`config.mk`:
```
export PLATFORM = sky130hd
export DESIGN_NAME = ram_arbiter
export DESIGN_NICKNAME = d
export VERILOG_FILES = /design/src/rtl/ram_arbiter.sv
export SDC_FILE = /design/constraint.sdc
export NUM_CORES = 1
export LEC_CHECK = 0
export CAP_MARGIN = 5
export CORE_MARGIN = 2
export CORE_UTILIZATION = 25
export CTS_CLUSTER_DIAMETER = 100
export CTS_CLUSTER_SIZE = 14
export DETAILED_ROUTE_END_ITERATION = 12
export PLACE_DENSITY_LB_ADDON = 0.15
export REMOVE_ABC_BUFFERS = 1
export SYNTH_ARGS = -nofsm -noshare
export SYNTH_HDL_FRONTEND = slang
export SYNTH_SLANG_ARGS = --single-unit
```
`constraint.sdc`:
```
create_clock -name clock -period 4.45 [get_ports clock]
set_input_delay 0.89 -clock clock [delete_from_list [all_inputs] [get_ports clock]]
set_output_delay 0.89 -clock clock [all_outputs]
set_load 0.01 [all_outputs]
```
`src/rtl/ram_arbiter.sv`:
```
// Round-robin arbiter sharing one single-port RAM between two requesters, with read-return tracking.
// Optional feature macro: ARB_ACCESS_COUNT_EN adds saturating per-port accepted-transfer counters.
module ram_arbiter #(
  parameter int ADDR_W = 8,
  parameter int DATA_W = 8,
  parameter int RD_LAT = 1
) (
  input  logic              clock,
  input  logic              reset,
  input  logic              req0,
  input  logic              we0,
  input  logic [ADDR_W-1:0] addr0,
  input  logic [DATA_W-1:0] wdata0,
  output logic              gnt0,
  output logic              rvalid0,
  output logic [DATA_W-1:0] rdata0,
  input  logic              req1,
  input  logic              we1,
  input  logic [ADDR_W-1:0] addr1,
  input  logic [DATA_W-1:0] wdata1,
  output logic              gnt1,
  output logic              rvalid1,
  output logic [DATA_W-1:0] rdata1,
  output logic [ADDR_W-1:0] ram_address,
  output logic [DATA_W-1:0] ram_data,
  output logic              ram_wren,
  input  logic [DATA_W-1:0] ram_q,
  output logic [15:0]       cnt0,
  output logic [15:0]       cnt1
);

  logic              gnt0_s;
  logic              gnt1_s;
  logic              accepted_s;
  logic              last_q;
  logic              last_d;
  logic [RD_LAT-1:0] pipe_valid_q;
  logic [RD_LAT-1:0] pipe_valid_d;
  logic [RD_LAT-1:0] pipe_owner_q;
  logic [RD_LAT-1:0] pipe_owner_d;

  // Grant: on a tie the port that was not served most recently wins.
  always_comb begin
    gnt0_s = 1'b0;
    gnt1_s = 1'b0;
    if (reset) begin
      gnt0_s = 1'b0;
      gnt1_s = 1'b0;
    end else begin
      case ({req1, req0})
        2'b01:   gnt0_s = 1'b1;
        2'b10:   gnt1_s = 1'b1;
        2'b11: begin
          if (last_q) begin
            gnt0_s = 1'b1;
          end else begin
            gnt1_s = 1'b1;
          end
        end
        default: begin
          gnt0_s = 1'b0;
          gnt1_s = 1'b0;
        end
      endcase
    end
  end

  assign accepted_s = gnt0_s | gnt1_s;
  assign gnt0       = gnt0_s;
  assign gnt1       = gnt1_s;

  // RAM port steering; port 0 drives address/data when idle.
  always_comb begin
    ram_address = addr0;
    ram_data    = wdata0;
    ram_wren    = 1'b0;
    if (gnt1_s) begin
      ram_address = addr1;
      ram_data    = wdata1;
      ram_wren    = we1;
    end else if (gnt0_s) begin
      ram_wren    = we0;
    end else begin
      ram_wren    = 1'b0;
    end
  end

  always_comb begin
    last_d       = last_q;
    pipe_valid_d = pipe_valid_q;
    pipe_owner_d = pipe_owner_q;
    if (accepted_s) begin
      last_d = gnt1_s;
    end else begin
      last_d = last_q;
    end
    for (int i = 1; i < RD_LAT; i++) begin
      pipe_valid_d[i] = pipe_valid_q[i-1];
      pipe_owner_d[i] = pipe_owner_q[i-1];
    end
    // Writes enter the pipe as bubbles so only reads produce a return pulse.
    pipe_valid_d[0] = accepted_s & ~ram_wren;
    pipe_owner_d[0] = gnt1_s;
  end

  always_ff @(posedge clock or posedge reset) begin
    if (reset) begin
      last_q       <= 1'b1;
      pipe_valid_q <= '0;
      pipe_owner_q <= '0;
    end else begin
      last_q       <= last_d;
      pipe_valid_q <= pipe_valid_d;
      pipe_owner_q <= pipe_owner_d;
    end
  end

  assign rvalid0 = pipe_valid_q[RD_LAT-1] & ~pipe_owner_q[RD_LAT-1];
  assign rvalid1 = pipe_valid_q[RD_LAT-1] &  pipe_owner_q[RD_LAT-1];
  assign rdata0  = ram_q;
  assign rdata1  = ram_q;

`ifdef ARB_ACCESS_COUNT_EN
  logic [15:0] cnt0_q;
  logic [15:0] cnt0_d;
  logic [15:0] cnt1_q;
  logic [15:0] cnt1_d;

  // Accepted-transfer counters, saturating at all-ones.
  always_comb begin
    cnt0_d = cnt0_q;
    cnt1_d = cnt1_q;
    if (gnt0_s && (cnt0_q != 16'hFFFF)) begin
      cnt0_d = cnt0_q + 16'd1;
    end else begin
      cnt0_d = cnt0_q;
    end
    if (gnt1_s && (cnt1_q != 16'hFFFF)) begin
      cnt1_d = cnt1_q + 16'd1;
    end else begin
      cnt1_d = cnt1_q;
    end
  end

  always_ff @(posedge clock or posedge reset) begin
    if (reset) begin
      cnt0_q <= 16'd0;
      cnt1_q <= 16'd0;
    end else begin
      cnt0_q <= cnt0_d;
      cnt1_q <= cnt1_d;
    end
  end

  assign cnt0 = cnt0_q;
  assign cnt1 = cnt1_q;
`else
  assign cnt0 = 16'd0;
  assign cnt1 = 16'd0;
`endif

endmodule

```
==> run_results.csv, run 1 <==
group,metric,value,unit
critical_path,start_kind,"input pin",
critical_path,rr_worst_depth,3,
critical_path,reg2reg_slack,3.35,ns
cells_and_area,fillerInstances,308,
critical_path,cpMostUsedCell,"clkdlybuf4s50_1",
synth,yosysWarnings,0,
critical_path,required,3.56,ns
pwr,peakVddDrop,0.0000473,V
synth,synthesis.area,785,um^2
placement,post_dp_cell_area,1160,um^2
die,start_util,25.9,%
clocking,cts-hold-fix-buffers,0,
timing,min_period_over_period,83.4,%
hold_path,min_path_type,"register to register",
synth,synth-seq-area-share,9.73,%
hold_path,min_path_cells,2,
global_routing,grt_usage,9.54,%
clocking,cts_tree,"built",
clocking,cts_setup_buffers,0,
critical_path,arrival,2.82,ns
detailed_routing,viasPerCell,3.51,
detailed_routing,drtIter0Drc,12,
timing,period_minus_slack,3.71,ns
detailed_routing,via_count,600,
cells_and_area,drive_gt1_share,17.3,%
run,maxCapViolations,0,
pwr,powerDensity,171,nW/um^2
synth,syn_inst,83,
timing,finalHoldViolations,0,
global_routing,grt_use_met1,9.35,%
critical_path,worst_setup_path_end_kind,"output port",
clocking,clkSlewWorstSetupHoldPaths,0.04,ns
placement,numPortBuffers,58,
placement,gp_congestion,0.655,
global_routing,grt_util_met2,14.6,%
cells_and_area,postLayoutCellArea,1180,um^2
pwr,power_leakage,0.529,nW
global_routing,grt_overflow,0,
clocking,post_cts_resized,0,
global_routing,use_met3,8.01,%
die,coreArea,3030,um^2
global_routing,grt_pass1_vias,475,
clocking,cts_inserted_buffers,3,
clocking,clock_path_buffers,2,
clocking,clock_sinks,3,
critical_path,crit_chain,"clkdlybuf4s50_1, a21bo_4, nor2_8, mux2_2, clkdlybuf4s50_1",
timing,fin_skew,0.00332,ns
clocking,clk_latency,0.23,ns
global_routing,grt_pass1_wl,2460,um
die,rows,20,
die,fp.dieArea,3600,um^2
global_routing,grt_max_degree,19,
die,die_y,60.0,um
critical_path,crit_buf_inv,2,
cells_and_area,area_growth,50.7,%
synth,avgSynthCellArea,9.45,um^2
critical_path,crit_type,"input pin to output port",
placement,hpwlAfterDp,1720,um
detailed_routing,drt_wl_total,2010,um
cells_and_area,nNetsFinal,174,
global_routing,busiest_layer,"met2",
synth,ys_ff_latch,3,
timing,setup_viol,0,
critical_path,worstReg2RegStart,"last_q$_DFFE_PP1P_",
synth,yosys.cell_types.count,21,
critical_path,crit_slowest_cell,"clkdlybuf4s50_1",
clocking,clock-root-buffer,"clkbuf_4",
outcome,status,"finished, final reports clean",
cells_and_area,ff_latch_area,76.3,um^2
timing,fmax,270,MHz
timing,setup_tns,0,ns
hold_path,hp-start,"last_q$_DFFE_PP1P_",
clocking,h-tree-depth,1,
detailed_routing,ant_nets,0,
cells_and_area,multi_input_area,440,um^2
timing,rsz0062_at_grt,"no",
detailed_routing,first_pass_iters,4,
cells_and_area,n_antenna_cell,0,
detailed_routing,drc,0,
critical_path,rr_endpoint,"pipe_valid_q$_DFF_PP0_",
critical_path,critical_path.max_fanout,18,
hold_path,hold_end,"last_q$_DFFE_PP1P_",
global_routing,antenna_found_initial,0,
die,fp.dieW,60.0,um
timing,finalMaxSlewViolations,0,
detailed_routing,wl_per_cell,11.8,um
critical_path,critPathTopFamily,"buffers and inverters",
critical_path,slowest_delay,0.50,ns
die,io-pin-count,115,
==> cells in the final DEF, fill, tap and decap left out, drive strengths merged <==
cell type	Yosys	layout
a21bo	1	1
a21oi	1	1
a31oi	1	1
a41o	1	1
and2	1	1
clkbuf	0	4
clkdlybuf4s50	0	58
conb	1	32
dfrtp	2	2
dfstp	1	1
inv	1	1
mux2	16	16
nand2	1	1
nor2	2	2
nor2b	1	1
nor3b	1	1
o31ai	1	1
or2b	1	1
or3	1	1
==> layout make-up <==
class / instances / share of cell area (%)
timing repair buffer: 58 / 49.1
multi-input combinational: 61 / 37.2
sequential: 3 / 6.46
tap: 44 / 4.66
clock buffer: 4 / 2.22
inverter: 1 / 0.317
==> worst max-delay path by stage <==
| stage | from | to | slack, ns | cells after the start |
|---|---|---|---|---|
| final | req1 | ram_data[1] | 0.74 | 5 |
| after global routing | req1 | ram_data[4] | 0.66 | 5 |
| after CTS | req1 | ram_data[1] | 0.71 | 5 |
| after detailed placement | req1 | ram_data[1] | 0.72 | 5 |
| after global placement | req1 | ram_data[1] | 0.72 | 5 |
| after floorplan | req1 | ram_address[7] | 1.77 | 3 |
==> stage by stage <==
step	setup WS (ns)	total power [mW]	utilization [%]	hold WS (ns)	instances
4_1_cts	0.711	0.206	39.0	0.540	171
3_3_place_gp	0.722	0.154	38.2	0.540	167
6_report	0.741	0.202	39.0	0.546	171
2_1_floorplan	1.77	0.0880	-	0.516	65
5_1_grt	0.658	0.216	39.0	0.553	171
3_5_place_dp	0.722	0.154	38.2	0.536	167
==> where the power goes <==
group          total [mW]  leakage, nW  switching [mW]  internal, mW
registers          0.0346       0.0370         0.00264        0.0319
clock network      0.0478       0.0150          0.0142        0.0336
logic               0.119        0.477          0.0450        0.0742
total               0.202        0.529          0.0618         0.140
==> routing by layer <==
layer | up-vias | part of all wire (%)
li1 | 281 | -
met1 | 269 | 31
met2 | 48 | 56
met3 | 2 | 12
met4 | 0 | 0.50
met5 | - | 0
==> registers in the layout, summed over array words and instances, names as in the netlist <==
signal / count
pipe_owner_q: 1
last_q: 1
pipe_valid_q: 1
==> cell families after synthesis <==
logic type	synth area share, %
AO/OA/AOI/OAI	5.74
buffers and inverters	49.0
flip-flops	9.73
multiplexers	27.3
other	0.478
AND/OR/NAND/NOR	7.82
==> cell usage after synthesis <==
library cell / count / area, um^2
a21bo_4: 1 / 16.3
a21oi_1: 1 / 5.00
a31oi_1: 1 / 6.26
a41o_1: 1 / 10.0
and2_1: 1 / 6.26
buf_12: 1 / 20.0
buf_4: 48 / 360
conb_1: 1 / 3.75
dfrtp_1: 2 / 50.1
dfstp_2: 1 / 26.3
inv_1: 1 / 3.75
mux2_2: 7 / 78.8
mux2_4: 9 / 135
nand2_1: 1 / 3.75
nor2_1: 1 / 3.75
nor2_8: 1 / 20.0
nor2b_1: 1 / 6.26
nor3b_1: 1 / 7.51
o31ai_1: 1 / 7.51
or2b_1: 1 / 7.51
or3_1: 1 / 6.26
==> worst min-delay path: stages (launching register included) <==
cell and delay (ns):
dfstp_2 0.38, a21oi_1 0.11, a31oi_1 0.05
Note: power is estimated with default switching activity, not from simulation.
==> inputs of run 2 (changes only) <==
CORE_UTILIZATION = 21   (was 25)
clock period = 3.4 ns   (was 4.45 ns; I/O delays follow)
==> run 2 against run 1 <==
- clock power up 120%
- largest cell class unchanged
- critical path type unchanged
- clock-buffer cell count stayed put
- register-to-register slack got worse by 1.0 ns
- critical endpoint is now ram_data[5]
- flip-flop and latch count stayed put
- combinational power rose by 34%
==> run_results.csv, run 2 (synthesis gave the netlist of run 1 again) <==
group,metric,value,unit
global_routing,grt_max_degree,12,
detailed_routing,drc,0,
detailed_routing,via_count,631,
global_routing,grt_pass1_wl,2500,um
die,fp.dieArea,4240,um^2
hold_path,hold_end,"last_q$_DFFE_PP1P_",
placement,pre_cts_ws,0.115,ns
timing,period_minus_slack,3.25,ns
clocking,h-tree-depth,1,
clocking,clk_latency,0.21,ns
cells_and_area,area_growth,57.3,%
detailed_routing,viasPerCell,3.56,
timing,fin_skew,0.00131,ns
critical_path,required,2.72,ns
clocking,clkSlewWorstSetupHoldPaths,0.03,ns
clocking,cts_setup_buffers,0,
cells_and_area,nNetsFinal,176,
cells_and_area,layout_commonest_cell,"clkdlybuf4s50_1",
hold_path,min_path_cells,2,
die,coreArea,3630,um^2
critical_path,critical_path.max_fanout,11,
timing,fmax,308,MHz
clocking,cts_tree,"built",
die,fp.dieW,65.1,um
clocking,cts-hold-fix-buffers,0,
timing,setup_tns,0,ns
placement,hpwlAfterDp,1560,um
clocking,cts_inserted_buffers,3,
detailed_routing,wl_per_cell,10.3,um
clocking,clock-root-buffer,"clkbuf_8",
placement,gp_congestion,0.661,
die,io-pin-count,115,
placement,numPortBuffers,58,
global_routing,grt_usage,7.72,%
critical_path,worstReg2RegStart,"last_q$_DFFE_PP1P_",
run,maxCapViolations,0,
clocking,post_cts_resized,0,
timing,rsz0062_at_grt,"no",
detailed_routing,drtIter0Drc,9,
clocking,clock_path_buffers,2,
hold_path,hp-start,"last_q$_DFFE_PP1P_",
cells_and_area,biggestRegsByFlops,"last_q (1), pipe_owner_q (1), pipe_valid_q (1)",
die,start_util,21.6,%
critical_path,arrival,2.57,ns
cells_and_area,final_cell_mix,"58 x clkdlybuf4s50_1, 32 x conb_1, 9 x mux2_4",
pwr,powerDensity,250,nW/um^2
critical_path,rr_worst_depth,3,
global_routing,grt_overflow,0,
global_routing,grt_pass1_vias,578,
global_routing,antenna_found_initial,0,
clocking,clock_sinks,3,
detailed_routing,drt_wl_total,1820,um
timing,setup_viol,0,
timing,setup_slack,0.151,ns
die,die_y,65.1,um
cells_and_area,drive_gt1_share,18.6,%
detailed_routing,ant_nets,0,
critical_path,crit_type,"input pin to output port",
die,rows,22,
critical_path,worst_setup_path_end_kind,"output port",
critical_path,reg2reg_slack,2.32,ns
hold_path,min_path_type,"register to register",
pwr,power_leakage,0.550,nW
critical_path,start_kind,"input pin",
detailed_routing,first_pass_iters,2,
cells_and_area,n_antenna_cell,0,
outcome,status,"finished, final reports clean",
timing,finalMaxSlewViolations,0,
pwr,peakVddDrop,0.0000788,V
timing,finalHoldViolations,0,
critical_path,rr_endpoint,"pipe_valid_q$_DFF_PP0_",
timing,min_period_over_period,95.6,%
run 2: routing by layer:
metal	global-route usage (%)	routed length, um	up-vias
li1	-	-	285
met1	7.75	617	272
met2	11.9	837	74
met3	6.16	368	0
met4	3.13	0	0
met5	0	0	-
run 2: critical path: stages:
cell and delay, ns:
clkdlybuf4s50_1 0.50, a21bo_4 0.26, nor2_8 0.17, buf_12 0.17
mux2_4 0.30, clkdlybuf4s50_1 0.49
run 2: how the worst max path moves through the flow:
stage / from / end / slack, ns / cells after the start
CTS: req1 / ram_data[5] / 0.12 / 6
floorplan: req1 / ram_address[7] / 1.14 / 3
detailed placement: req1 / ram_data[5] / 0.12 / 6
global route: req1 / ram_address[4] / 0.08 / 6
global placement: req1 / ram_data[5] / 0.15 / 6
finish: req1 / ram_data[5] / 0.15 / 6
run 2: power by group:
| part | internal, mW | switching (mW) |
|---|---|---|
| sequential | 0.0419 | 0.00375 |
| clock | 0.0799 | 0.0228 |
| combinational | 0.101 | 0.0591 |
run 2: area by class of cell:
| class | instances | area [um^2] |
|---|---|---|
| Tap cell | 48 | 60.1 |
| Timing Repair Buffer | 60 | 608 |
| Fill cell | 383 | 2400 |
| Inverter | 1 | 3.75 |
| Multi-Input combinational cell | 61 | 440 |
| Clock buffer | 4 | 45.0 |
| Sequential cell | 3 | 76.3 |
run 2: stage by stage:
stage,hold WS [ns],cell area [um^2],cells,util (%),power (mW)
4_1_cts,0.541,1230,177,34.0,0.313
6_report,0.546,1230,177,34.0,0.308
3_5_place_dp,0.538,1190,173,32.7,0.206
5_1_grt,0.575,1230,177,34.0,0.324
2_1_floorplan,0.458,520,65,-,0.115
3_3_place_gp,0.547,1190,173,32.7,0.205
